[src/rtl/traffic_light_monitor.sv]
// Purpose: watches a traffic-light controller's lamps and 7-segment countdown and flags illegal behaviour.
// Latency: 1 clock from a sampleEn cycle to updated outputs.
// Backpressure: none; every sampleEn strobe is evaluated and no sample is ever held off.
//
// Ports:
//   clock, reset              : single clock, synchronous active-high reset
//   sampleEn                  : one-cycle strobe marking a display sample point
//   ledRed/ledGreen/ledYellow : observed lamp outputs
//   led7Seg1, led7Seg0        : observed tens / units segments, {g,f,e,d,c,b,a}, active-low
//   digitValue                : last valid decoded count (tens*10+units)
//   phase                     : 0 IDLE, 1 RED, 2 GREEN, 3 YELLOW
//   sampleValid               : one-cycle pulse when a fully valid sample updated digitValue/phase
//   errFlags                  : sticky {errOrder, errCount, errLamp, errSeg}
//   errPulse                  : one-cycle pulse when the sample raised any error
//   cycleCount                : completed RED->GREEN->YELLOW->RED cycles, wraps at 256
module traffic_light_monitor #(
    parameter int RED_TIME    = 30,
    parameter int GREEN_TIME  = 27,
    parameter int YELLOW_TIME = 3
) (
    input  logic       clock,
    input  logic       reset,
    input  logic       sampleEn,
    input  logic       ledRed,
    input  logic       ledGreen,
    input  logic       ledYellow,
    input  logic [6:0] led7Seg1,
    input  logic [6:0] led7Seg0,
    output logic [6:0] digitValue,
    output logic [1:0] phase,
    output logic       sampleValid,
    output logic [3:0] errFlags,
    output logic       errPulse,
    output logic [7:0] cycleCount
);

    typedef enum logic [1:0] {
        ST_IDLE   = 2'd0,
        ST_RED    = 2'd1,
        ST_GREEN  = 2'd2,
        ST_YELLOW = 2'd3
    } phase_t;

    localparam int ERR_SEG   = 0;
    localparam int ERR_LAMP  = 1;
    localparam int ERR_COUNT = 2;
    localparam int ERR_ORDER = 3;

    // Registered state. val_q doubles as the "previous value" the next
    // sample is checked against, so it only moves on fully valid samples.
    phase_t      state_q, state_d;
    logic [6:0]  val_q, val_d;
    logic [7:0]  cyc_q, cyc_d;
    logic [3:0]  flags_q, flags_d;
    logic        vld_q, vld_d;
    logic        pulse_q, pulse_d;

    // Combinational view of the current sample.
    logic [4:0]  tens_dec, units_dec;
    logic        seg_ok, lamp_ok;
    phase_t      obs_phase;
    logic [6:0]  obs_val;
    logic [3:0]  err_now;

    // Returns {valid, digit}; anything outside the ten legal glyphs is invalid.
    function automatic logic [4:0] seg_decode(input logic [6:0] seg);
        case (seg)
            7'b1000000: seg_decode = {1'b1, 4'd0};
            7'b1111001: seg_decode = {1'b1, 4'd1};
            7'b0100100: seg_decode = {1'b1, 4'd2};
            7'b0110000: seg_decode = {1'b1, 4'd3};
            7'b0011001: seg_decode = {1'b1, 4'd4};
            7'b0010010: seg_decode = {1'b1, 4'd5};
            7'b0000010: seg_decode = {1'b1, 4'd6};
            7'b1111000: seg_decode = {1'b1, 4'd7};
            7'b0000000: seg_decode = {1'b1, 4'd8};
            7'b0010000: seg_decode = {1'b1, 4'd9};
            default:    seg_decode = 5'd0;
        endcase
    endfunction

    function automatic phase_t phase_succ(input phase_t p);
        case (p)
            ST_RED:    phase_succ = ST_GREEN;
            ST_GREEN:  phase_succ = ST_YELLOW;
            default:   phase_succ = ST_RED;
        endcase
    endfunction

    function automatic logic [6:0] phase_time(input phase_t p);
        case (p)
            ST_RED:    phase_time = 7'(RED_TIME);
            ST_GREEN:  phase_time = 7'(GREEN_TIME);
            ST_YELLOW: phase_time = 7'(YELLOW_TIME);
            default:   phase_time = 7'd0;
        endcase
    endfunction

    // Sample decode: segments, lamp one-hot check, numeric value.
    always_comb begin
        tens_dec  = seg_decode(led7Seg1);
        units_dec = seg_decode(led7Seg0);
        seg_ok    = tens_dec[4] & units_dec[4];
        lamp_ok   = 1'b0;
        obs_phase = ST_IDLE;
        case ({ledRed, ledGreen, ledYellow})
            3'b100:  begin lamp_ok = 1'b1; obs_phase = ST_RED;    end
            3'b010:  begin lamp_ok = 1'b1; obs_phase = ST_GREEN;  end
            3'b001:  begin lamp_ok = 1'b1; obs_phase = ST_YELLOW; end
            default: begin lamp_ok = 1'b0; obs_phase = ST_IDLE;   end
        endcase
        obs_val = 7'(tens_dec[3:0]) * 7'd10 + 7'(units_dec[3:0]);
    end

    // Next-state / output logic.
    always_comb begin
        state_d = state_q;
        val_d   = val_q;
        cyc_d   = cyc_q;
        flags_d = flags_q;
        vld_d   = 1'b0;
        pulse_d = 1'b0;
        err_now = 4'd0;

        if (sampleEn) begin
            err_now[ERR_SEG]  = ~seg_ok;
            err_now[ERR_LAMP] = ~lamp_ok;

            if (seg_ok && lamp_ok) begin
                vld_d = 1'b1;
                // IDLE just locks onto whatever is shown; no history to check against.
                if (state_q != ST_IDLE) begin
                    if (obs_phase == state_q) begin
                        // Counting down within a phase; a stuck 0 is also a count fault.
                        if ((val_q == 7'd0) || (obs_val != val_q - 7'd1))
                            err_now[ERR_COUNT] = 1'b1;
                    end else begin
                        if (obs_phase != phase_succ(state_q))
                            err_now[ERR_ORDER] = 1'b1;
                        if ((val_q != 7'd0) || (obs_val != phase_time(obs_phase)))
                            err_now[ERR_COUNT] = 1'b1;
                        if ((state_q == ST_YELLOW) && (obs_phase == ST_RED) && !err_now[ERR_COUNT])
                            cyc_d = cyc_q + 8'd1;
                    end
                end
                // Always resync to what was observed so one fault gives one pulse.
                state_d = obs_phase;
                val_d   = obs_val;
            end

            pulse_d = |err_now;
            flags_d = flags_q | err_now;
        end
    end

    always_ff @(posedge clock) begin
        if (reset) begin
            state_q <= ST_IDLE;
            val_q   <= 7'd0;
            cyc_q   <= 8'd0;
            flags_q <= 4'd0;
            vld_q   <= 1'b0;
            pulse_q <= 1'b0;
        end else begin
            state_q <= state_d;
            val_q   <= val_d;
            cyc_q   <= cyc_d;
            flags_q <= flags_d;
            vld_q   <= vld_d;
            pulse_q <= pulse_d;
        end
    end

    assign digitValue  = val_q;
    assign phase       = state_q;
    assign sampleValid = vld_q;
    assign errFlags    = flags_q;
    assign errPulse    = pulse_q;
    assign cycleCount  = cyc_q;

endmodule

[config.mk]
export PLATFORM = sky130hd
export DESIGN_NAME = traffic_light_monitor
export DESIGN_NICKNAME = d
export VERILOG_FILES = /design/src/rtl/traffic_light_monitor.sv
export SDC_FILE = /design/constraint.sdc
export NUM_CORES = 1
export LEC_CHECK = 0
export BUFFER_PORTS_ARGS = -buffer_cell sky130_fd_sc_hd__buf_2
export CAP_MARGIN = 40
export CORE_ASPECT_RATIO = 1.25
export CORE_MARGIN = 4
export CORE_UTILIZATION = 35
export DETAILED_ROUTE_END_ITERATION = 6
export PLACE_DENSITY = 0.54
export SYNTH_ARGS = -nofsm -noshare
export SYNTH_HDL_FRONTEND = slang
export SYNTH_SLANG_ARGS = --single-unit
[constraint.sdc]
create_clock -name clock -period 13.6 [get_ports clock]
set_clock_uncertainty 0.15 [all_clocks]
set_input_delay 2.72 -clock clock [delete_from_list [all_inputs] [get_ports clock]]
set_output_delay 2.72 -clock clock [all_outputs]
set_load 0.05 [all_outputs]
======== Word-level counts from Yosys, hierarchy flattened ========
Index checks and enable logic that the tools add are counted.
W data, S select, Z words.
cells by class
  add/subtract/negate cells ............... 3
  $mul .................................... 1
  eq/ne operators ......................... 31
  muxes and demuxes ....................... 27
  bitwise gates (word level) .............. 6
  reductions and logical operators ........ 16
operators by type and width
  operator               number
  $pmux W5 S10           2
  $eq A7 B5 Y1 const B   6
  $eq A7 B7 Y1 const B   6
  $eq A7 B6 Y1 const B   4
  $mux W7                4
  $logic_not A7 Y1       3
  $pmux W5 S3            1
  $eq A7 B2 Y1 const B   2
  $mux W2                7
  $ne A7 B7 Y1           2
  $mux W1                11
  $add A8 B1 Y8 const B  1
  $eq A2 B2 Y1 const B   4
  $add A7 B4 Y7          1
  $reduce_bool A7 Y1     1
  $sub A7 B1 Y7 const B  1
  $mul A4 B3 Y6 const B  1
  $pmux W2 S3            1
  $reduce_and A5 Y1      1
  $eq A2 B1 Y1 const B   2
  $not A1 Y1             4
  $or A4 B4 Y4           1
  $pmux W2 S2            1
  $reduce_or A4 Y1       1
  other kinds (13)       16
storage, ports and cells
  flip-flop bits (word level) ............. 23
  input bits .............................. 20
  output and inout bits ................... 23
  word-level logic and storage cells ...... 90

======== Longest topological paths before layout ========
  depth after elaboration ................. 20
  gate-level depth with buffers ........... 20
  mapped depth without buffers ............ 18

======== Worst setup path before layout ========
OpenSTA, ideal clock, no wires.
  path type ............................... input port to flip-flop
  start point ............................. in led7Seg1[2]
  end point ............................... reg cyc_q[7] (netlist: cycleCount[7])
  library setup time ...................... 0.070 ns
  arrival time ............................ 6.572 ns
  data required time ...................... 13.380 ns
  path slack .............................. 6.807 ns
  stages .................................. 16
  buffers on the path ..................... 3
  cells stage by stage .................... buf_2 > or4_4 > o32ai_2 > or2_1 > buf_6 > ha_1 > ha_1 > inv_1 > fa_1 > or3_1 > and4_1 > nor4_2 > nand4_1 > buf_2 > or4_1 > a21oi_1
on the way
  longest elaborated chain between the ends .. 14
  elaborated cells on any way between the ends .. 25
  classes of those cells .................. add/sub: 1; mul: 1; eq/ne: 10; mux: 6; bitwise: 1; reduce/logical: 6
ends and longest elaborated chain
  what                                        RTL line  text
  from (decl)                                 27        input logic [6:0] led7Seg1,
  $eq A7 B5 Y1, or another cell as far along  67        case (seg)
  $pmux W5 S10 *                              67
  $mul A4 B3 Y6                               112       obs_val = 7'(tens_dec[3:0]) * 7'd10 + 7'(units_dec[3:0]);
  $add A7 B4 Y7                               112
  $ne A7 B7 Y1                                140       if ((val_q != 7'd0) || (obs_val != phase_time(obs_phase)))
  $logic_or A1 B1 Y1                          140
  $mux W1                                     140
  $mux W1                                     133       if (obs_phase == state_q) begin
  $mux W1                                     132       if (state_q != ST_IDLE) begin
  $mux W1                                     129       if (seg_ok && lamp_ok) begin
  $mux W1                                     125       if (sampleEn) begin
  $logic_not A1 Y1                            142       if ((state_q == ST_YELLOW) && (obs_phase == ST_RED) && !err_now[ERR_COUNT])
  $logic_and A1 B1 Y1                         142
  $reduce_and A5 Y1 (no source line) *        --
  to (signal assigned)                        167       cyc_q <= cyc_d;
  to (decl)                                   53        logic [7:0] cyc_q, cyc_d;
Every way passes the cells marked *; elsewhere a longest branch is shown, timed or not. The select of a mux whose other input is x is not followed.
A chain may end at the register's enable or synchronous reset.

======== Worst setup path after layout ========
  start point ............................. in led7Seg1[3]
  end point ............................... reg cyc_q[7] (netlist: cycleCount[7])
The elaborated chain is that of the path after synthesis.

==> impl_metrics.json <==
{
  "peakVddDrop_v": 0.0000570,
  "synth.top_cell.area_share_pct": 19.0,
  "critPathRequiredTime_ns": 13.65,
  "firstDrtPassIters": 4,
  "die_w_um": 82.5,
  "start_util_pct": 36.5,
  "worstPathArrival_ns": 7.08,
  "synth_edf_count": 0,
  "yosys.area_share.xor_xnor_pct": 8.61,
  "m1WireLength_um": 2720,
  "synthToLayoutAreaGrowth_pct": 10.3,
  "rows": 33,
  "crit_path_start_kind": "input pin",
  "clkTransAtPathRegs_ns": 0.09,
  "drt_first_iter_violations": 55,
  "vias": 2223,
  "gp_congestion": 0.778,
  "syn_area_per_cell_um2": 8.12,
  "crit_family": "simple AND/OR/NAND/NOR gates",
  "synth_compound_area_share_pct": 20.9,
  "grt-ovfl-total": 0,
  "cts_max_level": 1,
  "period_share_pct": 51.7,
  "final.setup.worst_slack_ns": 6.57,
  "slew_headroom_pct": 44.9,
  "crit_buf_inv": 2,
  "num-nets-final": 361,
  "ys_types": 72,
  "crit_path_top_delay_cell": "or4_1",
  "rsz0062_at_grt": "no",
  "grt_first_pass_wirelength_um": 9620,
  "io_buffer_count": 42,
  "finalHoldViolations": 0,
  "cap_violations": 0,
  "p_leak_nw": 1.08,
  "worstSkewPairLatency_ns": 0.27,
  "ys_ff_latch": 23,
  "first_global_vias": 2074,
  "cpPeakStageDelay_ns": 0.60,
  "cts-buffers-inserted": 3,
  "p_per_area_mw_per_mm2": 56.7,
  "hold_path.class": "flop to flop",
  "drc": 0,
  "post_drt_wl_per_cell_um": 14.2,
  "drive_gt1_share_pct": 20.6,
  "wirelength_um": 5880,
  "cpMostUsedCell": "ha_1",
  "synthCells": 299,
  "setup_tns_ns": 0,
  "outcome": "finished clean",
  "antenna_left": 0,
  "drv_slew": 0,
  "finalCriticalPeriod_ns": 7.03,
  "synthSimpleGateAreaFrac_pct": 30.1,
  "path_max_fanout": 11,
  "dp_slack_ns": 6.35,
  "holdBufCountCts": 0,
  "synth_area_leaders": "dfxtp_1, ha_1, xnor2_1, mux2i_1, nor2_1",
  "synth_fp_nets": 333,
  "post-dp-hpwl_um": 4550,
  "antenna_found_initial": 0,
  "route.met3.wl_um": 168,
  "synth_top_cell_by_area": "dfxtp_1",
  "crit_path_end_kind": "flop",
  "root_buffer": "clkbuf_8",
  "fp.dieH_um": 101,
  "cts_tree": "done",
  "synthMuxAreaShare_pct": 6.49,
  "grtUsageTotal_pct": 14.3,
  "core-area_mm2": 0.00665,
  "ys_warn_count": 0,
  "ctsResizeCount": 0,
  "final_util_pct": 40.3,
  "ios": 43,
  "critical_path.cell_chain": "buf_2 > or4_4 > o32ai_2 > or2_1 > ha_1 > ha_1 > inv_1 > fa_1 > or3_1 > and4_1 > nor4_2 > nand4_1 > or4_1 > a21oi_1",
  "synth_ff_type": "dfxtp_1",
  "synthAdderAreaFrac_pct": 7.53,
  "vias_per_cell": 5.38,
  "clock_sinks": 23,
  "cts_setup_buffers": 0,
  "syn-cell-area_mm2": 0.00243,
  "n_antenna_cell": 0,
  "fmax_ghz": 0.142,
  "clk_path_buf_depth": 2,
  "synth_top_family_by_area": "simple AND/OR/NAND/NOR gates",
  "grt_max_degree": 24,
  "dr.max_layer_used": "met4",
  "die_area_mm2": 0.00834,
  "synth_most_common_cell": "nor2_1",
  "setup_viol_count_final": 0,
  "met2WireLength_um": 2900,
  "crit_type": "input pin to flop",
  "yosysSeqAreaShare_pct": 19.0,
  "tightest_slew_ns": 0.810,
  "async_flop_share_pct": 0,
  "netlist_top_cells_count": "nor2_1, dfxtp_1, inv_1, a21oi_1, xnor2_1"
}
through the flow:
stage	hold slack (ns)	power, mW	std cells	cell area, um2
2_1_floorplan	0.521	0.101	299	2430
4_1_cts	0.325	0.152	413	2680
6_report	0.324	0.152	413	2680
3_5_place_dp	0.306	0.110	409	2630
3_3_place_gp	0.302	0.109	409	2630
5_1_grt	0.355	0.160	413	2680
routing by layer:
metal,global-route usage [%],vias to the layer above
li1,-,1154
met1,18.7,1026
met2,24.7,37
met3,1.07,6
met4,4.22,0
met5,0,-
registers in the layout, indices dropped and copies added, names as in the netlist:
| register | flops |
|---|---|
| cycleCount | 8 |
| digitValue | 7 |
| errFlags | 4 |
| errPulse | 1 |
| phase | 2 |
| sampleValid | 1 |
cells in the final DEF (no fill, tap or decap), types with 4 or more instances in the layout:
| master | n |
|---|---|
| xnor2_1 | 14 |
| nor3_1 | 4 |
| nor4_1 | 6 |
| nand3_1 | 9 |
| and2_1 | 5 |
| a31oi_1 | 4 |
| o31ai_1 | 5 |
| or3_1 | 8 |
| nand2_1 | 12 |
| ha_1 | 13 |
| mux2i_1 | 11 |
| or4_1 | 4 |
| nand4_1 | 4 |
| inv_1 | 17 |
| nor2b_1 | 6 |
| nor2_1 | 29 |
| o21ai_0 | 7 |
| xor2_1 | 8 |
| dfxtp_1 | 23 |
| buf_2 | 42 |
| a21oi_1 | 15 |
| nand2b_1 | 9 |
cells by family after synthesis:
family                   count (synthesis)
AND/OR/NAND/NOR                        123
AO/OA/AOI/OAI                           65
buffers and inverters                   36
XOR/XNOR                                23
flip-flops                              23
multiplexers                            15
adder cells (fa/ha/maj)                 14
power by group:
| group | total, mW | leakage, nW | switching [mW] | internal [mW] |
|---|---|---|---|---|
| sequential | 0.0683 | 0.186 | 0.000355 | 0.0680 |
| clock | 0.0434 | 0.0255 | 0.0230 | 0.0205 |
| combinational | 0.0400 | 0.866 | 0.0256 | 0.0144 |
final cells by class:
| class | instances | area (um2) |
|---|---|---|
| clock inverters | 1 | 5.00 |
| clock buffers | 3 | 41.3 |
| well taps | 87 | 109 |
| repair buffers | 42 | 210 |
| flip-flops and latches | 23 | 460 |
| multi-input cells | 240 | 1790 |
| inverters | 17 | 63.8 |
| fillers | 690 | 3970 |
worst paths after layout:
check                start            end  slack [ns]  cells after the start
max            led7Seg1[3]  cycleCount[7]        6.57                     14
min            errFlags[3]    errFlags[3]        0.32                      2
max reg2reg  digitValue[2]  cycleCount[7]       10.73                      7
min reg2reg    errFlags[3]    errFlags[3]        0.32                      2
tightest hold or removal path, delay by kind of cell, from the launching register on:
family | cells | cell delay, ns
AO/OA/AOI/OAI | 1 | 0.04
flip-flops | 1 | 0.33
AND/OR/NAND/NOR | 1 | 0.07
No activity file was read; power rests on OpenSTA's default activity.
